**src/rtl/regfile_read_port.sv**
```systemverilog
// regfile_read_port
//
// Dual-read, single-write register file with flop storage and a registered,
// valid/ready handshaked read port. The writeback stage writes one register per
// cycle without back-pressure; the decode stage reads two operands per request
// and gets them one cycle after the request is accepted.
//
// Optional feature (compile-time macro):
//   REGFILE_BYPASS_EN  defined   -> write-first: an accepted read of the address
//                                   being written in the same cycle captures the
//                                   incoming write data.
//                      undefined -> read-first: the read captures the pre-write
//                                   contents.
//
// Parameters:
//   WIDTH       data width of each register
//   DEPTH_LOG2  address width; 2**DEPTH_LOG2 registers
//
// Ports:
//   clk               clock, all state updates on the rising edge
//   reset             asynchronous active-low reset
//   ctrl_writeEnable  write strobe
//   ctrl_writeReg     write address
//   data_writeReg     write data
//   rd_req_valid      read request present
//   rd_req_ready      read request accepted when valid & ready
//   ctrl_readRegA     source A address
//   ctrl_readRegB     source B address
//   rd_out_valid      data_readRegA/B hold valid operands
//   rd_out_ready      consumer accepts the output
//   data_readRegA     registered operand A
//   data_readRegB     registered operand B

module regfile_read_port #(
  parameter int unsigned WIDTH      = 32,
  parameter int unsigned DEPTH_LOG2 = 5
) (
  input  logic                  clk,
  input  logic                  reset,
  input  logic                  ctrl_writeEnable,
  input  logic [DEPTH_LOG2-1:0] ctrl_writeReg,
  input  logic [WIDTH-1:0]      data_writeReg,
  input  logic                  rd_req_valid,
  output logic                  rd_req_ready,
  input  logic [DEPTH_LOG2-1:0] ctrl_readRegA,
  input  logic [DEPTH_LOG2-1:0] ctrl_readRegB,
  output logic                  rd_out_valid,
  input  logic                  rd_out_ready,
  output logic [WIDTH-1:0]      data_readRegA,
  output logic [WIDTH-1:0]      data_readRegB
);

  localparam int unsigned DEPTH = 2 ** DEPTH_LOG2;

  // Storage for registers 1..DEPTH-1; register 0 has no flops at all.
  logic [WIDTH-1:0] r_mem [1:DEPTH-1];

  // Full-depth view with register 0 tied to zero, so reads index uniformly.
  logic [WIDTH-1:0] w_mem [DEPTH];

  logic             w_wr_en;
  logic             w_accept;
  logic [WIDTH-1:0] w_rd_a;
  logic [WIDTH-1:0] w_rd_b;

  logic             r_out_valid;
  logic [WIDTH-1:0] r_data_a;
  logic [WIDTH-1:0] r_data_b;

  // ---------------------------------------------------------------------------
  // Write path
  // ---------------------------------------------------------------------------

  // Writes to register 0 are dropped here so neither storage nor bypass sees them.
  assign w_wr_en = ctrl_writeEnable && (ctrl_writeReg != '0);

  always_ff @(posedge clk or negedge reset) begin
    if (!reset) begin
      for (int i = 1; i < DEPTH; i++) begin
        r_mem[i] <= '0;
      end
    end else if (w_wr_en) begin
      r_mem[ctrl_writeReg] <= data_writeReg;
    end
  end

  always_comb begin
    w_mem[0] = '0;
    for (int i = 1; i < DEPTH; i++) begin
      w_mem[i] = r_mem[i];
    end
  end

  // ---------------------------------------------------------------------------
  // Read operand selection
  // ---------------------------------------------------------------------------

  always_comb begin
    w_rd_a = w_mem[ctrl_readRegA];
    w_rd_b = w_mem[ctrl_readRegB];
`ifdef REGFILE_BYPASS_EN
    // Write-first: forward the in-flight write. w_wr_en already excludes r0.
    if (w_wr_en && (ctrl_writeReg == ctrl_readRegA)) begin
      w_rd_a = data_writeReg;
    end
    if (w_wr_en && (ctrl_writeReg == ctrl_readRegB)) begin
      w_rd_b = data_writeReg;
    end
`else
    // Read-first: the register contents before this edge's write are captured.
`endif
  end

  // ---------------------------------------------------------------------------
  // Handshake and output stage
  // ---------------------------------------------------------------------------

  // One-deep output stage: a new request fits if the slot is empty or draining.
  assign rd_req_ready = !r_out_valid || rd_out_ready;
  assign w_accept     = rd_req_valid && rd_req_ready;

  always_ff @(posedge clk or negedge reset) begin
    if (!reset) begin
      r_out_valid <= 1'b0;
      r_data_a    <= '0;
      r_data_b    <= '0;
    end else if (w_accept) begin
      r_out_valid <= 1'b1;
      r_data_a    <= w_rd_a;
      r_data_b    <= w_rd_b;
    end else if (rd_out_ready) begin
      // Output consumed with nothing to replace it; data keeps its last value.
      r_out_valid <= 1'b0;
    end
  end

  assign rd_out_valid  = r_out_valid;
  assign data_readRegA = r_data_a;
  assign data_readRegB = r_data_b;

endmodule

```
**config.mk**
```make
export PLATFORM = sky130hd
export DESIGN_NAME = regfile_read_port
export DESIGN_NICKNAME = d
export VERILOG_FILES = /design/src/rtl/regfile_read_port.sv
export SDC_FILE = /design/constraint.sdc
export NUM_CORES = 2
export LEC_CHECK = 0
export ABC_AREA = 1
export ABC_CLOCK_PERIOD_IN_PS = 1870
export CAP_MARGIN = 10
export CORE_MARGIN = 2
export CORE_UTILIZATION = 55
export DETAILED_ROUTE_END_ITERATION = 8
export PLACE_DENSITY = 0.72
export RECOVER_POWER = 50
export REMOVE_ABC_BUFFERS = 1
export SLEW_MARGIN = 10
export SYNTH_ARGS = -nofsm -noshare
export SYNTH_HDL_FRONTEND = slang
export SYNTH_SLANG_ARGS = --single-unit
```
**constraint.sdc**
```tcl
create_clock -name clk -period 1.87 [get_ports clk]
set_input_delay 0.374 -clock clk [delete_from_list [all_inputs] [get_ports clk]]
set_output_delay 0.374 -clock clk [all_outputs]
set_load 0.01 [all_outputs]
```
Yosys cells after proc, flatten, opt, wreduce, memory -nomap -nowiden
Index checks and enable logic that the tools add are counted.
Widths: inputs -> output; s select.
- register bits after elaboration: 1057
- bits in latches: 0
- RAM bits: 0
- bits in read-only memories: 0
- input bits: 52
- output and inout port bits: 66
- logic and storage cells: 59
- memories: 0
- $add $sub $neg: 0
- multipliers: 0
- divide/modulo/power cells: 0
- $lt $le $gt $ge: 4
- equality and inequality tests: 0
- shift-type cells: 0
- mux-type cells: 11
- bitwise logic cells: 3
- reduce and logical (&&, ||, !) cells: 7
- operators by type and width (kind ; number):
    $bwmux 992 ; 1
    $bmux 32 s5 ; 2
    $demux 32 s5 ; 1
    $mux 32 ; 5
    $ge 6x6->1 const B ; 3
    $not 5->6 ; 3
    $lt 6x1->1 const B ; 1
    $reduce_bool 5->1 ; 1
    $logic_and 1x1->1 ; 3
    $mux 1 ; 2
    $reduce_bool 2->1 ; 1
    $logic_not 1->1 ; 1
    $logic_or 1x1->1 ; 1

Logic depth before layout (Yosys ltp)
- depth after elaboration: 6
- depth in mapped cells: 12

Worst setup path before layout
Ideal clock, no wire load.
- path kind: input -> register
- from: in ctrl_readRegB[0]
- to: reg r_data_b[3] (netlist: data_readRegB[3])
- library setup time: 118 ps
- data arrival time: 1563 ps
- data required time: 1752 ps
- setup slack: 189 ps
- stages on the path: 11
- buffers on the path: 3
- cell sequence: buf_2 > inv_1 > clkbuf_1 > clkbuf_1 > nand2_1 > nand3_1 > nand3_1 > nand3_1 > nand3_1 > nand3_1 > nand2_1
- word-level cells in the longest chain between the ends: 4
- RTL lines (item ; RTL line ; RTL):
    start, declared ; 46 ; input logic [DEPTH_LOG2-1:0] ctrl_readRegB,
    $not 5->6 (not written as such) ; 100 ; w_rd_b = w_mem[ctrl_readRegB];
    $bmux 32 s5 ; 100 ;
    $mux 32 (not written as such) (2 in a row) ; 100 ;
    end signal, assigned ; 130 ; r_data_b <= w_rd_b;
    end, declared ; 68 ; logic [WIDTH-1:0] r_data_b;
Every way passes these cells. The select of a mux whose other input is x is not followed.
A chain may end at the register's enable or synchronous reset.

Worst setup path after layout
- from: in ctrl_writeReg[2]
- to: reg r_mem[176] (netlist bit)
- word-level cells in the longest chain between the ends: 6
- elaborated cells between the ends (all ways): 9
- those cells by class: 2 x order compare; 3 x mux; 1 x bitwise; 3 x reduce/logical
- RTL lines (item ; RTL line ; RTL):
    start, declared ; 41 ; input logic [DEPTH_LOG2-1:0] ctrl_writeReg,
    $not 5->6 (not written as such) ; 83 ; r_mem[ctrl_writeReg] <= data_writeReg;
    $ge 6x6->1 (not written as such) or $lt 6x1->1 (tied branches) ; 83 ;
    $logic_and 1x1->1 (not written as such) ; 83 ;
    $mux 32 (not written as such) ; 83 ;
    $demux 32 s5 ; 83 ;
    $bwmux 992 ; 83 ;
    end signal, assigned by index ; 83 ;
    end, declared ; 56 ; logic [WIDTH-1:0] r_mem [1:DEPTH-1];
Parallel ways exist; a longest one is shown, timed or not.

==> results.tsv <==
stage	metric	value	unit
sta	rsz0062_at_grt	no	
drt	drc	0	
synth	synth_compound_area_share	8.31	%
critical_path	start_kind	input port	
critical_path	cp_max_fo	46	
critical_path	reg2reg_depth	5	
synth	synth_cells	8900	
synth	synth.distinct_cells	19	
drt	ant_nets	0	
min_path	hold_class	in -> reg	
placement	place_congestion	0.912	
sta	fin_crit_sh	95.8	%
synth	yosys.area_share.adder	0	%
sta	skew	0.0235	ns
placement	io_buffers	117	
power_and_ir_drop	power_frac_seq	42.7	%
synth	ys_warn_count	0	
outcome	status	finished clean	
synth	synth_most_common_cell	nand2_1	
cts	clk-insertion-delay-late	0.73	ns
critical_path	r2r_setup_slack	0.23	ns
power_and_ir_drop	p_sw	22.9	mW
cts	cts_tree	built	
drt	dr.pass1.iters	9	
sta	fmax	558	MHz
power_and_ir_drop	power_density	1000	nW/um^2
critical_path	critPathKind	in -> reg	
power_and_ir_drop	clockPowerShare	33.0	%
floorplanning	die_x	334	um
placement	hpwl	142	mm
power_and_ir_drop	p_int	46.8	mW
power_and_ir_drop	total_power	69.7	mW
critical_path	r2r_start	rd_out_valid$_DFFE_PN0P_	
global_route	grt_overflow	0	
critical_path	crit_required	2.45	ns
floorplanning	design.core.area	108000	um^2
layout	fillerInstances	9461	
layout	area_delta_synth_final	16.1	%
drt	num_vias	61800	
drt	wl_per_cell	21.2	um
synth	synth.avg_cell_area	6.72	um^2
critical_path	slowest_delay	0.60	ns
synth	synth_top_family_by_area	simple AND/OR/NAND/NOR gates	
synth	synth_edf_count	0	
power_and_ir_drop	peakVddDrop	735	uV
synth	netlist_area	59800	um^2
layout	nets	8945	
critical_path	crit_path_cell_trace	dlygate4sd3_1 -> buf_4 -> nor3_1 -> buf_4 -> nand2_2 -> nor2_4 -> buf_12 -> o21ai_0	
drt	wl	219	mm
sta	slew_violations	0	
sta	setup_viol_count_final	0	
floorplanning	start_util	55.6	%
floorplanning	die_y	334	um
critical_path	crit_arrival	2.37	ns
min_path	min_to	data_readRegA[2]$_DFFE_PN0P_	
power_and_ir_drop	combPwrFrac	24.2	%
global_route	grt_max_degree	121	
global_route	grt_pass1_vias	58700	
sta	whs	0.224	ns
critical_path	cpMostUsedCell	buf_4	
synth	synthMuxAreaShare	0	%
min_path	whs_path_depth	4	
synth	async_flop_share	100	%
drt	post_drt_via_cell_ratio	5.96	
cts	clockRootBuffer	clkbuf_16	
drt	drt-initial-drc-count	8820	
cts	htree_levels	3	
synth	synth_common_cells	3311 x nand2_1, 1793 x nand3_1, 1057 x dfrtp_1	
floorplanning	boundaryPins	118	
floorplanning	die_area	111000	um^2
synth	ys_ff_latch	1057	
sta	final_hold_viol_count	0	
critical_path	worst_setup_path_end_kind	register	
global_route	grt_pass1_wl	341	mm
synth	ys_top_cells_by_area	dfrtp_1 44%, nand2_1 21%, nand3_1 15%	
global_route	antenna_found_initial	3	
synth	ys_seq_area_share	44.3	%
global_route	track_usage	39.1	%
floorplanning	num_rows	120	
layout	drive_gt1_share	7.58	%
synth	ys.flop_type	dfrtp_1	
critical_path	worst_path_max_delay_cell	dlygate4sd3_1	
sta	fin_crit	1.79	ns
sta	tightest_slew	1.28	ns
critical_path	rr_endpoint	data_readRegA[26]$_DFFE_PN0P_	
min_path	worstHoldStart	ctrl_readRegA[4]	
cts	cts.clk_slew.worst_paths	0.06	ns
synth	synthXorXnorAreaFrac	0	%
synth	synthSimpleGateAreaFrac	37.2	%
synth	netlist.area_leader.share	44.3	%
sta	max_slew_margin	14.9	%
power_and_ir_drop	p_leak	34.6	nW
cts	cts_made_buffers	116	
synth	yosysTopAreaCell	dfrtp_1	
power_and_ir_drop	swShare	32.8	%
cts	clkSinkCount	1057	
cts	clockBufferDepth	3	
job	cap_violations	0	
flip-flops by register name, indices dropped and copies added, names as in the netlist:
register / flops
rd_out_valid: 1
r_mem: 992
data_readRegA: 32
data_readRegB: 32
placed cells by master (no fill, tap or decap), types with 2 or more instances in the layout:
master	count
clkinvlp_4	3
buf_2	2
o21ai_0	933
nor2_1	130
buf_6	4
nand2_1	3303
dfrtp_1	1057
o21ai_1	59
nand2_2	23
bufinv_16	8
clkinv_2	19
clkdlybuf4s50_1	39
clkbuf_16	116
dlygate4sd2_1	65
nor3_1	4
inv_2	3
clkbuf_8	24
inv_8	4
nand3_4	3
inv_4	4
buf_8	5
dlygate4sd3_1	2
clkbuf_2	7
clkbuf_4	5
buf_12	193
nand3_1	1792
nor2_4	12
nor3_2	4
clkbuf_1	34
inv_1	874
buf_4	234
clkinv_8	3
layout make-up:
cell class	count	area, um^2	share of cell area, %
Inverter	886	3370	4.85
Clock buffer	164	3320	4.79
Sequential cell	1057	26500	38.1
Tap cell	1403	1760	2.53
Timing Repair Buffer	567	6850	9.87
Clock inverter	33	422	0.608
Multi-Input combinational cell	6265	27200	39.2
Antenna cell	1	2.50	0.00361
timing repair:
item,CTS,global route
setup endpoints to repair,66,0
endpoints found under the hold margin,614,0
setup buffers,0,0
resized for setup,69,0
hold buffers,1,0
routing by layer:
| metal | part of all wire [%] | global-route usage (%) | vias to the layer above |
|---|---|---|---|
| met3 | 13 | 9.55 | 864 |
| li1 | - | - | 28200 |
| met4 | 5.6 | 19.2 | 4 |
| met1 | 39 | 53.3 | 28700 |
| met5 | 0.010 | 0 | - |
| met2 | 42 | 58.4 | 4135 |
stage by stage:
| stage | util, % | setup slack [ns] | setup TNS, ns | area (um^2) | instances |
|---|---|---|---|---|---|
| finish | 64.6 | 0.0779 | 0 | 69400 | 10400 |
| CTS | 64.7 | 0.0322 | 0 | 69600 | 10400 |
| floorplan | - | -6.00 | -438.75 | 57000 | 8208 |
| global placement | 61.3 | -0.506 | -294.18 | 65900 | 10200 |
| global route | 64.6 | 0.0154 | 0 | 69400 | 10400 |
| detailed placement | 61.3 | -0.564 | -330.37 | 65900 | 10200 |
power by group through the flow:
stage / registers, mW / logic (mW) / clock network, mW
after floorplan: 29.6 / 10.6 / 0
after global placement: 29.9 / 16.2 / 0
after detailed placement: 30.0 / 16.7 / 0
after CTS: 29.7 / 16.7 / 23.2
after global routing: 30.2 / 19.1 / 24.1
final: 29.8 / 16.9 / 23.0
cells by family after synthesis:
group,after synthesis
buffers and inverters,1578
AND/OR/NAND/NOR,5273
flip-flops,1057
AO/OA/AOI/OAI,992
worst max-delay path: cells and delay by family:
| family | cells | cell delay (ns) |
|---|---|---|
| AO/OA/AOI/OAI | 1 | 0.15 |
| AND/OR/NAND/NOR | 3 | 0.54 |
| buffers and inverters | 4 | 1.26 |
how the worst max path moves through the flow:
stage | start | endpoint | slack [ns] | depth (start not counted)
after floorplan | ctrl_readRegB[0] | data_readRegB[10]$_DFFE_PN0P_ | -6.00 | 8
after global placement | ctrl_writeReg[4] | r_mem[386]$_DFFE_PN0P_ | -0.51 | 11
after detailed placement | ctrl_writeReg[4] | r_mem[640]$_DFFE_PN0P_ | -0.56 | 11
after CTS | rd_out_valid$_DFFE_PN0P_ | rd_req_ready | 0.03 | 2
after global routing | reset | r_mem[739]$_DFFE_PN0P_ | 0.02 | 4
final | ctrl_writeReg[2] | r_mem[176]$_DFFE_PN0P_ | 0.08 | 8
Power figures use the tool's default switching activity.
